### config.mk
export PLATFORM = sky130hd
export DESIGN_NAME = decode_stage
export DESIGN_NICKNAME = d
export VERILOG_FILES = /design/src/rtl/defines.sv /design/src/rtl/regfile_bypass.sv /design/src/rtl/decode_stage.sv
export SDC_FILE = /design/constraint.sdc
export NUM_CORES = 2
export LEC_CHECK = 0
export CAP_MARGIN = 10
export CORE_MARGIN = 8
export CORE_UTILIZATION = 57
export CTS_BUF_LIST = sky130_fd_sc_hd__clkbuf_2
export CTS_CLUSTER_SIZE = 16
export DETAILED_ROUTE_END_ITERATION = 8
export GPL_ROUTABILITY_DRIVEN = 0
export PLACE_DENSITY = 0.83
export RECOVER_POWER = 50
export SLEW_MARGIN = 20
export SYNTH_ARGS = -nofsm -noshare
export SYNTH_HDL_FRONTEND = slang
export SYNTH_SLANG_ARGS = --single-unit
export TNS_END_PERCENT = 5
### constraint.sdc
create_clock -name clk -period 36.9 [get_ports clk]
set_input_delay 3.69 -clock clk [delete_from_list [all_inputs] [get_ports clk]]
set_output_delay 3.69 -clock clk [all_outputs]
set_load 0.02 [all_outputs]
### src/rtl/defines.sv
// Shared decode definitions: data/instruction types, RV opcodes, immediate
// formats and the helpers that classify and assemble immediates.
package defines;

  localparam int XLEN_DEFAULT = 32;

  typedef logic [XLEN_DEFAULT-1:0] data_t;
  typedef logic [31:0]             instr_t;

  localparam logic [6:0] OP_LOAD   = 7'b0000011;
  localparam logic [6:0] OP_STORE  = 7'b0100011;
  localparam logic [6:0] OP_BRANCH = 7'b1100011;
  localparam logic [6:0] OP_JAL    = 7'b1101111;
  localparam logic [6:0] OP_JALR   = 7'b1100111;
  localparam logic [6:0] OP_LUI    = 7'b0110111;
  localparam logic [6:0] OP_AUIPC  = 7'b0010111;
  localparam logic [6:0] OP_IMM    = 7'b0010011;
  localparam logic [6:0] OP_IMM32  = 7'b0011011;

  typedef enum logic [2:0] {
    IMM_NONE,
    IMM_I,
    IMM_S,
    IMM_B,
    IMM_U,
    IMM_J
  } imm_type_e;

  function automatic imm_type_e imm_type_of(input logic [6:0] opcode);
    imm_type_e t;
    case (opcode)
      OP_IMM, OP_LOAD, OP_JALR, OP_IMM32: t = IMM_I;
      OP_STORE:                           t = IMM_S;
      OP_BRANCH:                          t = IMM_B;
      OP_LUI, OP_AUIPC:                   t = IMM_U;
      OP_JAL:                             t = IMM_J;
      default:                            t = IMM_NONE;
    endcase
    return t;
  endfunction

  // 32-bit immediate, already sign-extended from instr[31]; callers widen it.
  function automatic logic [31:0] imm32_of(input instr_t i, input imm_type_e t);
    logic [31:0] v;
    case (t)
      IMM_I:   v = {{20{i[31]}}, i[31:20]};
      IMM_S:   v = {{20{i[31]}}, i[31:25], i[11:7]};
      IMM_B:   v = {{19{i[31]}}, i[31], i[7], i[30:25], i[11:8], 1'b0};
      IMM_U:   v = {i[31:12], 12'b0};
      IMM_J:   v = {{11{i[31]}}, i[31], i[19:12], i[20], i[30:21], 1'b0};
      default: v = '0;
    endcase
    return v;
  endfunction

endpackage

### src/rtl/regfile_bypass.sv
// Two-read, one-write register file with hard-wired x0, async clear and an
// optional same-cycle write-to-read bypass.
module regfile_bypass #(
  parameter int XLEN     = 32,
  parameter int NUM_REGS = 32,
  parameter int BYPASS   = 1,
  localparam int RW      = $clog2(NUM_REGS)
) (
  input  logic            clk,
  input  logic            rst,
  input  logic            wen,
  input  logic [RW-1:0]   waddr,
  input  logic [XLEN-1:0] wdata,
  input  logic [RW-1:0]   raddr1,
  output logic [XLEN-1:0] rdata1,
  input  logic [RW-1:0]   raddr2,
  output logic [XLEN-1:0] rdata2
);

  logic [XLEN-1:0] regs [NUM_REGS];
  logic            wr_live;

  assign wr_live = wen && (waddr != '0);

  always_ff @(posedge clk or posedge rst) begin
    if (rst) begin
      for (int i = 0; i < NUM_REGS; i++) regs[i] <= '0;
    end else if (wr_live) begin
      regs[waddr] <= wdata;
    end
  end

  always_comb begin
    rdata1 = regs[raddr1];
    rdata2 = regs[raddr2];
    if (BYPASS != 0 && wr_live && waddr == raddr1) rdata1 = wdata;
    if (BYPASS != 0 && wr_live && waddr == raddr2) rdata2 = wdata;
    if (raddr1 == '0) rdata1 = '0;
    if (raddr2 == '0) rdata2 = '0;
  end

endmodule

### src/rtl/decode_stage.sv
// Decode stage owning the ID/EX register: operand read, immediate and branch
// target generation, load-use stall, flush and held-operand refresh.
module decode_stage
  import defines::*;
#(
  parameter int XLEN     = 32,
  parameter int NUM_REGS = 32,
  parameter int BYPASS   = 1,
  localparam int RW      = $clog2(NUM_REGS)
) (
  input  logic            clk,
  input  logic            rst,
  // Handshake: a transfer happens on an edge where valid && ready; valid must
  // not depend on ready, and the offered payload is sampled only on transfer.
  input  logic            in_valid,
  output logic            in_ready,
  input  logic [XLEN-1:0] in_pc,
  input  logic [31:0]     in_instr,
  input  logic            wb_wren,
  input  logic [RW-1:0]   wb_addr,
  input  logic [XLEN-1:0] wb_data,
  input  logic            flush,
  output logic            out_valid,
  input  logic            out_ready,
  output logic [XLEN-1:0] out_pc,
  output logic [XLEN-1:0] out_rs1,
  output logic [XLEN-1:0] out_rs2,
  output logic [XLEN-1:0] out_imm,
  output logic [XLEN-1:0] out_target,
  output logic [RW-1:0]   out_rs1_addr,
  output logic [RW-1:0]   out_rs2_addr,
  output logic [RW-1:0]   out_rd,
  output logic [6:0]      out_opcode,
  output logic [2:0]      out_funct3,
  output logic            out_funct7_5,
  output logic            out_is_load
);

  logic [6:0]      opcode;
  logic [RW-1:0]   rs1_idx;
  logic [RW-1:0]   rs2_idx;
  logic [RW-1:0]   rd_idx;
  imm_type_e       imm_type;
  logic [31:0]     imm32;
  logic [XLEN-1:0] imm;
  logic [XLEN-1:0] target;
  logic [XLEN-1:0] rs1_val;
  logic [XLEN-1:0] rs2_val;
  logic            hazard;
  logic            accept;
  logic            wb_live;

  assign opcode   = in_instr[6:0];
  assign rs1_idx  = RW'(in_instr[19:15]);
  assign rs2_idx  = RW'(in_instr[24:20]);
  assign imm_type = imm_type_of(opcode);
  assign imm32    = imm32_of(in_instr, imm_type);
  assign imm      = XLEN'($signed(imm32));
  assign target   = in_pc + imm;
  assign rd_idx   = (imm_type == IMM_S || imm_type == IMM_B) ? '0 : RW'(in_instr[11:7]);
  assign wb_live  = wb_wren && (wb_addr != '0);

  regfile_bypass #(
    .XLEN     (XLEN),
    .NUM_REGS (NUM_REGS),
    .BYPASS   (BYPASS)
  ) u_regfile (
    .clk    (clk),
    .rst    (rst),
    .wen    (wb_wren),
    .waddr  (wb_addr),
    .wdata  (wb_data),
    .raddr1 (rs1_idx),
    .rdata1 (rs1_val),
    .raddr2 (rs2_idx),
    .rdata2 (rs2_val)
  );

  // Both rs fields are compared whatever the format; a false stall is harmless.
  assign hazard = out_valid && out_is_load && (out_rd != '0) &&
                  ((out_rd == rs1_idx) || (out_rd == rs2_idx));

  assign in_ready = !rst && (!out_valid || out_ready) && !hazard;
  assign accept   = in_valid && in_ready;

  always_ff @(posedge clk or posedge rst) begin
    if (rst) begin
      out_valid    <= 1'b0;
      out_pc       <= '0;
      out_rs1      <= '0;
      out_rs2      <= '0;
      out_imm      <= '0;
      out_target   <= '0;
      out_rs1_addr <= '0;
      out_rs2_addr <= '0;
      out_rd       <= '0;
      out_opcode   <= '0;
      out_funct3   <= '0;
      out_funct7_5 <= 1'b0;
      out_is_load  <= 1'b0;
    end else if (flush) begin
      out_valid <= 1'b0;
    end else if (accept) begin
      out_valid    <= 1'b1;
      out_pc       <= in_pc;
      out_rs1      <= rs1_val;
      out_rs2      <= rs2_val;
      out_imm      <= imm;
      out_target   <= target;
      out_rs1_addr <= rs1_idx;
      out_rs2_addr <= rs2_idx;
      out_rd       <= rd_idx;
      out_opcode   <= opcode;
      out_funct3   <= in_instr[14:12];
      out_funct7_5 <= in_instr[30];
      out_is_load  <= (opcode == OP_LOAD);
    end else if (out_ready) begin
      out_valid <= 1'b0;
    end else if (out_valid && wb_live) begin
      // A stalled slot tracks its producers retiring so EX sees fresh operands.
      if (wb_addr == out_rs1_addr) out_rs1 <= wb_data;
      if (wb_addr == out_rs2_addr) out_rs2 <= wb_data;
    end
  end

endmodule

==> results.cfg <==
[die]
rows = 122
initial_core_util = 0.573
core-area_mm2 = 0.111
dieArea_mm2 = 0.122
fp.dieW_um = 349
io_pins = 296
die_h_um = 349

[critical_path]
crit_arrival_ps = 15960
cp.required_ps = 38340
path_max_fanout = 161
crit_family = buffers and inverters
cp_slowest_cell = clkbuf_1
crit_top_cell = clkbuf_1
reg2reg_depth = 10
slowest_delay_ps = 6050
cp.depth = 7
reg2reg_slack_ps = 30690
cp_num_buf_inv = 7
critPathKind = in2async
end_kind = async pin
critPathLaunchType = input pin
worstPathCellList = dlygate4sd3_1, clkinvlp_2, clkbuf_1, clkbuf_1, buf_12, buf_16, buf_4

[finish]
n_fill_cell = 8165
multi_input_area_mm2 = 0.0311
mostFrequentLayoutCell = dfrtp_1
syn_to_final_growth_pct = 9.63
final_cell_mix = dfrtp_1 (1212), mux2_2 (989), mux4_2 (549), clkbuf_2 (416), nand2_1 (343)
drive_above_1_share = 0.423
regArea_mm2 = 0.0303
nNetsFinal = 4875
finalCoreUtilization = 0.628

[timing]
fin_crit_ps = 14520
rsz0062_at_grt = no
fin_skew_ps = 149
hold_viol = 0
finalSetupViolCount = 0
fmax_mhz = 68.9
worst-slew-pin-transition_ps = 8920
tns_ps = 0
maxSlewViolCount = 1367
slew_headroom = -4.94
post-route-period-util = 0.393

[grt]
grt_pass1_wl_mm = 280
grt.overflow.total = 0
grt_max_degree = 195
grt.total_usage = 0.302
antenna_found_initial = 7
grt_pass1_vias = 45455

[logic_synthesis]
yosysUniqueCellTypes = 66
async_reset_ff_frac = 1.00
yosysWarningCount = 0
synth-main-ff-cell = dfrtp_1
netlist_area_mm2 = 0.0634
synth_seq_cells = 1212
synth_nets = 4640
seq_area_frac_synth = 0.479
synth_edf_count = 0
syn-instance-count = 4501
syn_area_per_cell_um2 = 14.1

[route]
drc_errors = 0
wl_per_cell_um = 28.9
vias = 43690
met1_length_mm = 69.9
routed-wl-met3_mm = 21.3
ant_nets = 0
routed-wl-met2_mm = 84.7
drtPass1Iterations = 6
top_layer = met5
wl_mm = 185
vias_per_cell = 6.80
drt_iter0_markers = 4789

[clock_network]
htree_levels = 5
clk_latency_ps = 1590
path_clk_slew_ps = 100
cts-buffers-inserted = 315
clockBufferDepth = 4
cts_tree = built
cts.repair.resized = 0
cts_hold_buf = 0
root_buffer = clkbuf_2
cts.sinks = 1212
postCtsSetupBuffers = 0

[power_and_ir_drop]
leakage_nw = 30.8
max-vdd-ir-drop_v = 0.0000334
total_power_mw = 3.45
power.density_mw_per_mm2 = 49.7

[placement]
io_buffers = 295
hpwl_mm = 107

[flow_run]
cap_violations = 41

[worst_hold_path]
hp-class = reg2reg
min_path_cells = 0

[status]
status = complete, but fails checks
failed_checks = max-capacitance violations, max-slew violations
where the power goes:
group / switching [mW] / internal, mW / total, mW
Clock: 0.547 / 0.325 / 0.872
Sequential: 0.182 / 1.57 / 1.75
Combinational: 0.343 / 0.481 / 0.823
Total: 1.07 / 2.38 / 3.45
cell usage after synthesis (all sizes together), types with 5 or more instances:
library cell  instances  area share
dfrtp              1212        0.48
mux2               1000        0.18
mux4                549        0.20
nand2               352       0.021
clkbuf              284       0.017
buf                 182       0.013
nor2                125      0.0074
o22ai               108       0.011
a21oi                74      0.0058
mux2i                73       0.012
o21ai                53      0.0042
a21o                 40      0.0047
a211oi               39      0.0046
nor2b                39      0.0039
a31oi                36      0.0036
or3                  35      0.0035
xor2                 34      0.0047
ha                   31      0.0061
nor4                 30      0.0030
nand3                29      0.0023
a221oi               28      0.0039
xnor2                21      0.0029
nor3                 14      0.0011
and2                 13      0.0013
inv                  13     0.00077
nand4                 9     0.00089
nand3b                8     0.00095
o211ai                7     0.00083
or4                   7     0.00083
a211o                 6     0.00083
a2111oi               5     0.00081
layout make-up:
cell class | count | area share
inverters | 13 | 0.000721
clock inverters | 97 | 0.00656
well taps | 1488 | 0.0268
multi-input cells | 2810 | 0.448
diodes | 4 | 0.000144
flip-flops and latches | 1212 | 0.437
repair buffers | 384 | 0.0507
clock buffers | 416 | 0.0300
per-stage QoR:
stage	hold WS, ps	setup WS, ps	area (um2)	instances
2_1_floorplan	441	16470	63400	4501
3_3_place_gp	377	27130	67200	5905
3_5_place_dp	382	27130	67100	5905
4_1_cts	406	27120	69700	6418
5_1_grt	420	20280	69400	6421
6_report	407	22380	69500	6424
per-layer routing:
metal | vias to the layer above | GRT usage
li1 | 17669 | -
met1 | 22815 | 0.401
met2 | 2619 | 0.455
met3 | 583 | 0.0924
met4 | 4 | 0.148
met5 | - | 0.00314
sequential cells by signal (all words and copies together), names as in the netlist, 5 cells and up:
name,cells
out_target,32
u_regfile.regs,1024
out_rd,5
out_imm,32
out_opcode,7
out_pc,32
out_rs2,32
out_rs1,32
out_rs1_addr,5
out_rs2_addr,5
final timing paths:
kind                                                  from                               to
min in group asynchronous                              rst  u_regfile.regs[930]$_DFFE_PP0P_
max in group clk                              in_instr[19]                         in_ready
setup reg to reg                     out_rd[0]$_DFFE_PP0P_       out_target[28]$_DFFE_PP0P_
setup / recovery                                       rst  u_regfile.regs[524]$_DFFE_PP0P_
hold / removal             u_regfile.regs[998]$_DFFE_PP0P_  u_regfile.regs[998]$_DFFE_PP0P_
hold reg to reg            u_regfile.regs[998]$_DFFE_PP0P_  u_regfile.regs[998]$_DFFE_PP0P_
cell families (layout without fill, tap and decap cells):
| family | after synthesis | in the layout | synth area share |
|---|---|---|---|
| other | 0 | 4 | 0 |
| XOR/XNOR | 55 | 55 | 0.00760 |
| flip-flops | 1212 | 1212 | 0.479 |
| AND/OR/NAND/NOR | 681 | 681 | 0.0482 |
| adder cells (fa/ha/maj) | 32 | 32 | 0.00644 |
| AO/OA/AOI/OAI | 420 | 420 | 0.0435 |
| buffers and inverters | 479 | 910 | 0.0311 |
| multiplexers | 1622 | 1622 | 0.384 |
No activity file was read; power rests on OpenSTA's default activity.
